<file path="config.mk">
export PLATFORM = sky130hd
export DESIGN_NAME = req_priority_encoder
export DESIGN_NICKNAME = d
export VERILOG_FILES = /design/src/rtl/req_priority_encoder.sv
export SDC_FILE = /design/constraint.sdc
export NUM_CORES = 1
export LEC_CHECK = 0
export CAP_MARGIN = 15
export CORE_MARGIN = 5
export CORE_UTILIZATION = 35
export DETAILED_ROUTE_END_ITERATION = 8
export GPL_TIMING_DRIVEN = 0
export HOLD_SLACK_MARGIN = 0.08
export PLACE_DENSITY_LB_ADDON = 0.15
export SLEW_MARGIN = 20
export SYNTH_ARGS = -nofsm -noshare
export SYNTH_HDL_FRONTEND = slang
export SYNTH_SLANG_ARGS = --single-unit
</file>
<file path="constraint.sdc">
create_clock -name clock -period 2.5 [get_ports clock]
set_input_delay 0.625 -clock clock [delete_from_list [all_inputs] [get_ports clock]]
set_output_delay 0.625 -clock clock [all_outputs]
set_load 0.01 [all_outputs]
</file>
<file path="src/rtl/req_priority_encoder.sv">
//------------------------------------------------------------------------------
// Module      : req_priority_encoder
// Description : Sequential N:W priority encoder. Request pulses are captured
//               into a sticky pending register; the highest-index pending
//               source is offered as a binary code with a valid/ack handshake,
//               and each source's pending bit is retired when its grant is
//               acknowledged.
// Revision    : 1.0 - initial release
//------------------------------------------------------------------------------
`default_nettype none

module req_priority_encoder #(
    parameter int N = 8,   // number of request lines
    parameter int W = 3    // code width, 2**W must equal N
) (
    input  logic         clock,
    input  logic         clearb,
    input  logic [N-1:0] req,
    input  logic         enable,
    input  logic         ack,
    output logic [W-1:0] code,
    output logic         valid,
    output logic [N-1:0] onehot,
    output logic [N-1:0] pend
);

    // Two-state grant machine; the state bit itself is the registered valid.
    typedef enum logic [0:0] {
        S_IDLE  = 1'b0,
        S_GRANT = 1'b1
    } state_t;

    localparam logic [N-1:0] c_ONE = {{(N-1){1'b0}}, 1'b1};

    state_t         r_state;
    state_t         w_state_nxt;
    logic [N-1:0]   r_pend;
    logic [N-1:0]   w_pend_nxt;
    logic [W-1:0]   r_code;
    logic [W-1:0]   w_code_nxt;
    logic           w_valid;
    logic [N-1:0]   w_onehot;
    logic [N-1:0]   w_clr;
    logic [N-1:0]   w_remain;

    // Highest set index wins; scanning upward lets later hits overwrite.
    function automatic logic [W-1:0] prio(input logic [N-1:0] x);
        logic [W-1:0] p;
        p = '0;
        for (int i = 0; i < N; i++) begin
            if (x[i]) begin
                p = W'(i);
            end
        end
        return p;
    endfunction

    assign w_valid  = (r_state == S_GRANT);
    assign w_onehot = w_valid ? (c_ONE << r_code) : '0;

    // Only an accepted grant retires its pending bit.
    assign w_clr    = (w_valid && ack) ? w_onehot : '0;

    // New requests are OR'd in after the clear so a request arriving in the
    // same cycle as the ack of that source is not lost.
    assign w_pend_nxt = (r_pend & ~w_clr) | req;

    // Candidates for a back-to-back grant: the current register minus the
    // source being acknowledged. Requests arriving this cycle are excluded.
    assign w_remain = r_pend & ~w_onehot;

    // Next-state and next-code selection for the grant machine.
    always_comb begin
        w_state_nxt = r_state;
        w_code_nxt  = r_code;
        case (r_state)
            S_IDLE: begin
                if (enable && (|r_pend)) begin
                    w_state_nxt = S_GRANT;
                    w_code_nxt  = prio(r_pend);
                end
            end
            S_GRANT: begin
                // A grant already offered is held until acked, even if
                // enable drops in the meantime.
                if (ack) begin
                    if (enable && (|w_remain)) begin
                        w_code_nxt = prio(w_remain);
                    end else begin
                        w_state_nxt = S_IDLE;
                    end
                end
            end
            default: begin
                w_state_nxt = S_IDLE;
            end
        endcase
    end

    // State, code and pending registers; clearb drops everything at once.
    always_ff @(posedge clock or negedge clearb) begin
        if (!clearb) begin
            r_state <= S_IDLE;
            r_code  <= '0;
            r_pend  <= '0;
        end else begin
            r_state <= w_state_nxt;
            r_code  <= w_code_nxt;
            r_pend  <= w_pend_nxt;
        end
    end

    assign code   = r_code;
    assign valid  = w_valid;
    assign onehot = w_onehot;
    assign pend   = r_pend;

endmodule

`default_nettype wire

</file>
==> out/qor.yml, run 1 <==
timing:
  tightest_slew_ns: 0.577
  post-route-period-util_pct: 97.2
  finalSetupViolCount: 0
  hold_ws_ns: 0.536
  setup_tns_ns: 0
  slew_violations: 0
  layout_min_cycle_time_ns: 2.43
  fin_skew_ns: 0.00187
  fmax_ghz: 0.411
  fin_ws_ns: 0.0688
  slew_headroom_pct: 61.4
  hold_violations: 0
power_and_ir_drop:
  power.leakage_nw: 0.523
  ir_drop_v: 0.000503
  total_power_uw: 805
  power.density_nw_per_um2: 619
run_status:
  status: "completed"
worst_hold_path:
  holdPathStages: 1
  hp-class: "flop to flop"
finish:
  seqCellArea_um2: 300
  fin_cells: 166
  nets: 149
  areaGrowthSynthToFinish_pct: 49.1
  multi_input_area_um2: 527
  num_antenna_cells: 0
  fill_cells: 236
  layout_commonest_cell: "clkdlybuf4s50_1"
  drive_above_1_share_pct: 19.1
  final_cell_mix: "clkdlybuf4s50_1, dfrtp_1, nor2_1, nand2b_1, a21oi_1"
route:
  vias: 882
  via_per_inst: 5.31
  totalWireLength_um: 2420
  drc: 0
  firstDrtPassIters: 4
  antenna_left: 0
  drt_iter0_drc: 15
  wl_per_cell_um: 14.6
setup_path:
  path_max_fanout: 10
  path_cells: "buf_4, nand3b_1, nor2_1, clkdlybuf4s50_1"
  path_class: "flop to output port"
  rr_worst_depth: 7
  arrival_ns: 1.81
  cp-end-kind: "output port"
  cpMaxStageDelayCell: "clkdlybuf4s50_1"
  critical_path_required_ns: 1.88
  start_kind: "flop"
  worst_path_largest_cell_delay_ns: 0.55
die:
  die_h_um: 59.9
  ios: 32
  core_area_um2: 2430
  num_rows: 18
  die_width_um: 59.9
  start_util_pct: 35.9
  die_area_um2: 3590
synthesis:
  syn_inst: 98
  yosys_warnings: 0
  synth-seq-cells: 12
  syn_nets: 110
  yosysUniqueCellTypes: 33
  syn_avg_cell_area_um2: 8.90
  syn_area_um2: 872
  ys_seq_area_share_pct: 34.4
clock_tree:
  clockBufferDepth: 2
  clk_latency_ns: 0.28
  cts_buffers: 3
  clk_pin_slew_ns: 0.08
  cts_tree: "yes"
  ctsHtreeMaxLevel: 1
  cts_sinks: 12
  cts_root_buffer: "clkbuf_4"
placed_design:
  dp.final_hpwl_um: 1780
  io_buffer_count: 31
  place_inst: 159
  place_ws_ns: -0.000310
  place_congestion: 0.858
global_route:
  grt_pass1_vias: 871
  grt_max_degree: 18
  grt_pass1_wl_um: 4030
  overflow: 0
  grt_antenna_before_repair: 0
  grt_util_all_layers_pct: 15.0
job:
  maxCapViolations: 0
==> power breakdown <==
group          total (mW)  internal (mW)  switching [mW]
clock network       0.160         0.0887          0.0710
logic               0.409          0.213           0.195
registers           0.237          0.216          0.0210
==> cell families after synthesis <==
family                 Yosys count  synth area share (%)
AOI/OAI and AO/OA               27                  21.2
buffers and inverters           11                  6.46
DFF                             12                  34.4
muxes                            7                  11.2
and+or+nand+nor                 41                  26.7
==> registers in the layout, indices dropped and copies added, names as in the netlist <==
| register | count |
|---|---|
| pend | 8 |
| code | 3 |
| valid | 1 |
==> worst paths after layout <==
path	endpoint	slack (ns)	start
setup / recovery	onehot[2]	0.07	code[1]$_DFFE_PN0P_
hold reg to reg	pend[0]$_DFF_PN0_	0.54	pend[0]$_DFF_PN0_
setup reg to reg	code[0]$_DFFE_PN0P_	0.23	code[2]$_DFFE_PN0P_
max in group asynchronous	pend[5]$_DFF_PN0_	1.42	clearb
min in group asynchronous	pend[0]$_DFF_PN0_	0.71	clearb
hold / removal	pend[0]$_DFF_PN0_	0.54	pend[0]$_DFF_PN0_
==> routing by layer <==
metal	up-vias	share of wire, %	GRT usage (%)
li1	430	-	-
met1	415	45	19.0
met2	29	48	23.9
met3	8	4.8	3.46
met4	0	2.4	6.96
met5	-	0	0
==> timing repair <==
item | in CTS | in global routing
resized for setup | 3 | 3
hold buffers | 0 | 0
setup endpoints to repair | 5 | 4
buffers inserted | 1 | 3
pin swaps | 1 | 3
==> metrics by stage <==
step / area, um2 / util [%]
floorplan: 872 / -
global placement: 1220 / 50.2
detailed placement: 1220 / 50.2
CTS: 1270 / 52.1
global route: 1300 / 53.4
finish: 1300 / 53.4
==> cell usage after synthesis (all sizes together) <==
cell type / instances / area (um2)
o221ai: 2 / 17.5
nor3: 4 / 20.0
or4: 1 / 11.3
nand3: 5 / 25.0
mux2: 7 / 97.6
clkbuf: 1 / 3.75
a41o: 1 / 10.0
dfrtp: 12 / 300
nor2: 8 / 30.0
and4b: 1 / 10.0
or2: 2 / 12.5
and3: 1 / 11.3
o32a: 1 / 10.0
a31oi: 2 / 12.5
a21o: 2 / 15.0
o2bb2ai: 1 / 8.76
a21oi: 7 / 35.0
and2: 2 / 12.5
o41a: 1 / 11.3
nand2: 6 / 22.5
nand2b: 8 / 50.1
buf: 5 / 33.8
nand3b: 2 / 15.0
o22ai: 1 / 6.26
o22a: 2 / 17.5
o21ai: 5 / 25.0
a211oi: 1 / 7.51
nor3b: 1 / 12.5
inv: 5 / 18.8
o31a: 1 / 8.76
==> area by class of cell <==
class	instances	area share (%)
Multi-Input combinational cell	75	40.5
Timing Repair Buffer	35	26.3
Sequential cell	12	23.1
Buffer	5	2.98
Tap cell	30	2.89
Clock buffer	4	2.79
Inverter	5	1.44
==> worst max-delay path, delay by kind of cell (launching register included) <==
family,cells,cell delay [ns]
AND/OR/NAND/NOR,2,0.43
flip-flops,1,0.36
buffers and inverters,2,0.73
(Power assumes the default switching activity.)
==> run 2: changes to the inputs <==
Settings changed: ABC_AREA from default to 1.
==> run 2 against run 1 <==
- die area decreased by 16%
- utilization up 2.4 points
- worst setup slack better by 0.14 ns
- largest power group is now sequential cells
- highest routed layer unchanged
==> out/qor.yml, run 2 <==
clock_tree:
  clk_latency_ns: 0.28  # about the same
  cts_tree: "yes"
  clk_pin_slew_ns: 0.08  # about the same
  clockBufferDepth: 2  # unchanged
  cts_root_buffer: "clkbuf_4"
  postCtsHoldBufs: 0  # unchanged
  cts_sinks: 12  # unchanged
  cts_resized: 0  # -3
  cts_setup_buffers: 0  # -1
  ctsHtreeMaxLevel: 1  # unchanged
  cts_buffers: 3  # unchanged
route:
  totalWireLength_um: 1780  # -27%
  wl_per_cell_um: 11.4  # -22%
  drt_iter0_drc: 3  # -12
  antenna_left: 0  # unchanged
  drc: 0  # unchanged
  via_per_inst: 4.42  # -17%
  firstDrtPassIters: 3  # -1
  vias: 689  # -22%
setup_path:
  arrival_ns: 1.66  # -0.15 ns
  path_class: "flop to output port"
  reg2reg_from: "code[0]$_DFFE_PN0P_"
  start_kind: "flop"
  regToRegSetupSlack_ns: 1.04  # +0.81 ns
  rr_worst_depth: 10  # +3
  timing.rr.end: "code[1]$_DFFE_PN0P_"
  cp-end-kind: "output port"
  path_max_fanout: 7  # -3
  critical_path_required_ns: 1.88  # about the same
synthesis:
  yosys_warnings: 0  # unchanged
  synthTopCellsByCount: "nand2_1, dfrtp_1, nand2_2"
  synth_edf_count: 0  # unchanged
  synth_top_cell_by_area: "dfrtp_1"
  syn_avg_cell_area_um2: 7.49  # -16%
  synth.top_cell.area_share_pct: 42.6  # +8.2 points
  yosysMostFrequentCell: "nand2_1"
  ys_top_cells_by_area: "dfrtp_1, nand2_1, nand2_2"
  syn_inst: 94  # -4.1%
  synth-seq-cells: 12  # unchanged
  async_flop_share_pct: 100  # unchanged
  ys_seq_area_share_pct: 42.6  # +8.2 points
  yosysUniqueCellTypes: 15  # -55%
  syn_area_um2: 704  # -19%
  synth-main-ff-cell: "dfrtp_1"
  syn_nets: 106  # -3.6%
finish:
  final_cell_mix: "nand2_1, clkdlybuf4s50_1, dfrtp_1"
  drive_above_1_share_pct: 20.2  # +1.0 points
  fill_cells: 202  # -14%
  multi_input_area_um2: 348  # -34%
  areaGrowthSynthToFinish_pct: 54.0
  largest_register_ffs: 8  # unchanged
  seqCellArea_um2: 300  # unchanged
  nets: 142  # -4.7%
  num_antenna_cells: 0  # unchanged
  finalInstanceArea_um2: 1080  # -17%
timing:
  setup_tns_ns: 0  # unchanged
  layout_min_cycle_time_ns: 2.29  # -0.143 ns
  fmax_ghz: 0.437  # +6.2%
  slew_violations: 0  # unchanged
  fin_skew_ns: 0.00659  # +0.00472 ns
  finalSetupViolCount: 0  # unchanged
  grt_setup_unrepaired: "false"
  post-route-period-util_pct: 91.5  # -5.7 points
  hold_violations: 0  # unchanged
  fin_ws_ns: 0.211  # +0.143 ns
  slew_headroom_pct: 61.8  # +0.42 points
  tightest_slew_ns: 0.571  # -0.00633 ns
worst_hold_path:
  holdPathStages: 2  # +1
  hold_start: "pend[3]$_DFF_PN0_"
  hp-class: "flop to flop"
  whs_endpoint: "pend[3]$_DFF_PN0_"
die:
  die_h_um: 54.9  # -8.4%
  die_width_um: 54.9  # -8.4%
  die_area_um2: 3010  # -16%
  num_rows: 16  # -2
  ios: 32  # unchanged
  start_util_pct: 36.3  # +0.42 points
  core_area_um2: 1940  # -20%
global_route:
  top_usage_layer: "met2"
  grt_util_met3_pct: 4.09  # +0.63 points
  overflow: 0  # unchanged
  grt_pass1_wl_um: 2820  # -30%
  grt_util_all_layers_pct: 13.5  # -1.5 points
  grtUsageMet1_pct: 15.3  # -3.8 points
  grt_pass1_vias: 665  # -24%
  grt_max_degree: 13  # -5
  use_met2_pct: 22.8  # -1.1 points
  grt_antenna_before_repair: 0  # unchanged
placed_design:
  place_congestion: 0.787  # -8.2%
  dpl_cell_area_um2: 1050  # -14%
  dp.final_hpwl_um: 1480  # -17%
  io_buffer_count: 31  # unchanged
  place_ws_ns: 0.497  # +0.497 ns
job:
  maxCapViolations: 0  # unchanged
run_status:
  status: "completed"
power_and_ir_drop:
  power.density_nw_per_um2: 509  # -18%
  power.leakage_nw: 0.510  # -2.5%
  ir_drop_v: 0.000375  # -26%
==> run 2: critical path, cell delays in order (launching register included) <==
cell             delay (ns)
dfrtp_1                0.48
nor2_1                 0.19
nand2_1                0.13
inv_1                  0.07
clkdlybuf4s50_1        0.52
==> run 2: worst max path at each step <==
| stage | startpoint | end | cells after the start | slack (ns) |
|---|---|---|---|---|
| 2_1_floorplan | valid$_DFF_PN0_ | onehot[4] | 4 | 1.04 |
| 3_3_place_gp | code[0]$_DFFE_PN0P_ | onehot[4] | 4 | 0.53 |
| 3_5_place_dp | code[0]$_DFFE_PN0P_ | onehot[4] | 4 | 0.50 |
| 4_1_cts | code[0]$_DFFE_PN0P_ | onehot[4] | 4 | 0.19 |
| 5_1_grt | code[0]$_DFFE_PN0P_ | onehot[4] | 4 | 0.09 |
| 6_report | code[0]$_DFFE_PN0P_ | onehot[4] | 4 | 0.21 |
==> run 2: report_power, final <==
| part | switching, mW | internal, mW |
|---|---|---|
| Clock | 0.0687 | 0.0886 |
| Combinational | 0.0859 | 0.0826 |
| Sequential | 0.0199 | 0.206 |
| Total | 0.174 | 0.378 |
==> run 2: per-stage QoR <==
step / util [%] / cells / power (mW) / hold slack [ns]
2_1_floorplan: - / 94 / 0.316 / 0.329
3_3_place_gp: 54.0 / 152 / 0.397 / 0.503
3_5_place_dp: 54.0 / 152 / 0.402 / 0.509
4_1_cts: 55.9 / 156 / 0.557 / 0.529
5_1_grt: 55.9 / 156 / 0.591 / 0.574
6_report: 55.9 / 156 / 0.552 / 0.525
==> run 2: area by class of cell <==
cell class                      count  area share, %
Multi-Input combinational cell     67           32.1
Timing Repair Buffer               31           28.6
Tap cell                           27           3.11
Inverter                           15           5.19
Sequential cell                    12           27.7
Clock buffer                        4           3.34
==> run 2: kinds of logic after synthesis <==
logic type / Yosys count / synth area share [%]
flip-flops: 12 / 42.6
AND/OR/NAND/NOR: 56 / 40.0
buffers and inverters: 15 / 7.99
AO/OA/AOI/OAI: 11 / 9.41
==> run 2: metal layers <==
layer,up-vias,share of wire (%),routed length (um)
li1,359,-,-
met1,306,43,763
met2,19,49,870
met3,5,6.4,113
met4,0,1.6,28
met5,-,0,0
==> variant 1 (flow settings as in run 1) <==
Change the parameter `N` from 8 to 4.
--- a/src/rtl/req_priority_encoder.sv
+++ b/src/rtl/req_priority_encoder.sv
@@ -11,5 +11,5 @@
 
 module req_priority_encoder #(
-    parameter int N = 8,   // number of request lines
+    parameter int N = 4,   // number of request lines
     parameter int W = 3    // code width, 2**W must equal N
 ) (
Ports: changed (resized onehot, pend and req); port bits go from 32 to 20. No check against the original RTL was run, so the function may have changed too.
==> variant 1 against run 1 <==
Setup slack better by 130 ps. Routed wire length down 52%. First-iteration DRC count shrank 27%. Core utilization increased by 1.1 points. Largest power group unchanged. Via count is 50% lower. Count of clock-buffer cells in the layout shrank 1. Total power down 32%. Cell area down 46%. Critical path depth is the same. Synthesized area fell by 46%. Sequential cell count fell by 5.
==> variant 1: results (changes against run 1) <==
The cell at the root of the clock tree was sky130_fd_sc_hd__clkbuf_4 (unchanged). The standby leakage power is 0.298 nW (was 0.523 nW), and the post-detailed-placement half-perimeter wirelength is 864 µm (was 1.78 mm). The post-route clock skew is 5.10 ps (was 1.87 ps), and the number of cells after detailed placement is 82 (was 159).

For the via count of the first global-routing pass, the log shows 439 (was 871). The reg-to-reg critical path startpoint is code[1]$_DFFE_PN0P_ (was code[2]$_DFFE_PN0P_). For the number of library cell types mapped by synthesis, the log shows 31 (was 33). For the data arrival time of the worst path, the log shows 1680 ps (was 1810 ps). Synthesized netlist cell count: 49 (was 98). Clock latency on the worst-skew pair: 260 ps (was 280 ps).

The maximum number of pins on one net before global-route repair is 11 (was 18). For the wire length on met3, the log shows 94 µm (was 115 µm). The fraction of final layout cells with drive strength greater than 1 was 0.197 (was 0.191). For the number of standard cells in the layout, taps in and fillers out, the log shows 86 (was 166). For the minimum setup slack among reg-to-reg paths, the log shows 760 ps (was 230 ps). The peak fanout along the critical path came out at 10 (unchanged). The global routing usage summed across all routing layers came out at 0.124 (was 0.150).

The classification of the worst-slack hold path was flip-flop to flip-flop (unchanged). The tools report the met1 wire length as 488 µm (was 1.08 mm). Largest cells by area after synthesis: sky130_fd_sc_hd__dfrtp_1 37%, sky130_fd_sc_hd__a21o_1 6.3%, sky130_fd_sc_hd__buf_4 3.2%, sky130_fd_sc_hd__mux2_4 3.2%, sky130_fd_sc_hd__nand2_1 3.2% (was sky130_fd_sc_hd__dfrtp_1 34%, sky130_fd_sc_hd__mux2_4 8.6%, sky130_fd_sc_hd__nand2b_1 5.7%, sky130_fd_sc_hd__a21oi_1 4.0%, sky130_fd_sc_hd__nor2_1 3.4%). The number of I/O port buffers is 18 (was 31).

The logs give 0.369 (was 0.344) for the share of synthesized area occupied by flip-flops and latches and 80 (was 149) for the count of nets after finishing. The run gives 566 µm (was 1.16 mm) as the total met2 wirelength after detailed routing. The DRC violation total after the first TritonRoute iteration came out at 11 (was 15). The final weighted congestion of routability-driven global placement is 0.721 (was 0.858), and the cell count of the worst reg-to-reg path is 6 (was 7). The flow ran to the end, and the final reports show no timing, DRC or antenna violations. For the global-route wire length before repair, the log shows 1.90 mm (was 4.03 mm).

The tools report the number of buffers inserted by post-CTS setup repair as 0 (was 1). The post-synth net total was 57 (was 110). The flip-flop count of the largest register after layout was 4 (was 8); the post-cts resize count was 0 (was 3). The maximum VDD drop is 0.431 mV (was 0.503 mV), and the total wirelength of the detailed-routed design is 1.16 mm (was 2.42 mm).
## variant 1: cell families (layout without fill, tap and decap cells)
kind of cell           Yosys count  count (layout)  share of synthesized area
AOI/OAI and AO/OA               12              12                      0.182
buffers and inverters            6              28                      0.100
DFF                              7               7                      0.369
muxes                            3               3                     0.0765
other                            1               1                    0.00791
and+or+nand+nor                 20              20                      0.264
## variant 1: worst max path at each step
stage	slack (ps)	endpoint	from
3_3_place_gp	470	code[0]$_DFFE_PN0P_	ack
2_1_floorplan	830	code[0]$_DFFE_PN0P_	code[1]$_DFFE_PN0P_
3_5_place_dp	450	code[0]$_DFFE_PN0P_	ack
4_1_cts	180	onehot[0]	code[0]$_DFFE_PN0P_
5_1_grt	140	onehot[0]	code[0]$_DFFE_PN0P_
6_report	200	onehot[0]	code[0]$_DFFE_PN0P_
## variant 1: metrics by stage
step                hold slack (ps)  cell area [µm²]
floorplan                       329              474
global placement                564              673
detailed placement              574              673
CTS                             588              701
global route                    632              701
finish                          590              701
## variant 1: layer usage
layer | track usage | up-vias
li1 | - | 223
met1 | 0.147 | 200
met2 | 0.198 | 14
met3 | 0.0613 | 2
met4 | 0.0331 | 0
met5 | 0 | -
## variant 1: critical path, stage by stage (launching register included)
cell and delay (ps):
sky130_fd_sc_hd__dfrtp_1 440, sky130_fd_sc_hd__clkbuf_8 190, sky130_fd_sc_hd__nor2_1 110, sky130_fd_sc_hd__and2_1 140, sky130_fd_sc_hd__clkdlybuf4s50_1 530
## variant 1: cell type report
cell class | count | area (µm²)
tap | 15 | 18.8
clock inverter | 1 | 5.00
inverter | 2 | 7.51
clock buffer | 3 | 22.5
buffer | 4 | 40.0
multi-input combinational | 36 | 251
fill | 131 | 584
sequential | 7 | 175
timing repair buffer | 18 | 180
## variant 1: power by group
group / internal, mW / switching (mW) / total, mW / leakage [nW]
registers: 0.135 / 0.0361 / 0.171 / 0.0679
clock network: 0.0588 / 0.0479 / 0.107 / 0.0177
logic: 0.159 / 0.110 / 0.270 / 0.213
total: 0.353 / 0.194 / 0.547 / 0.298
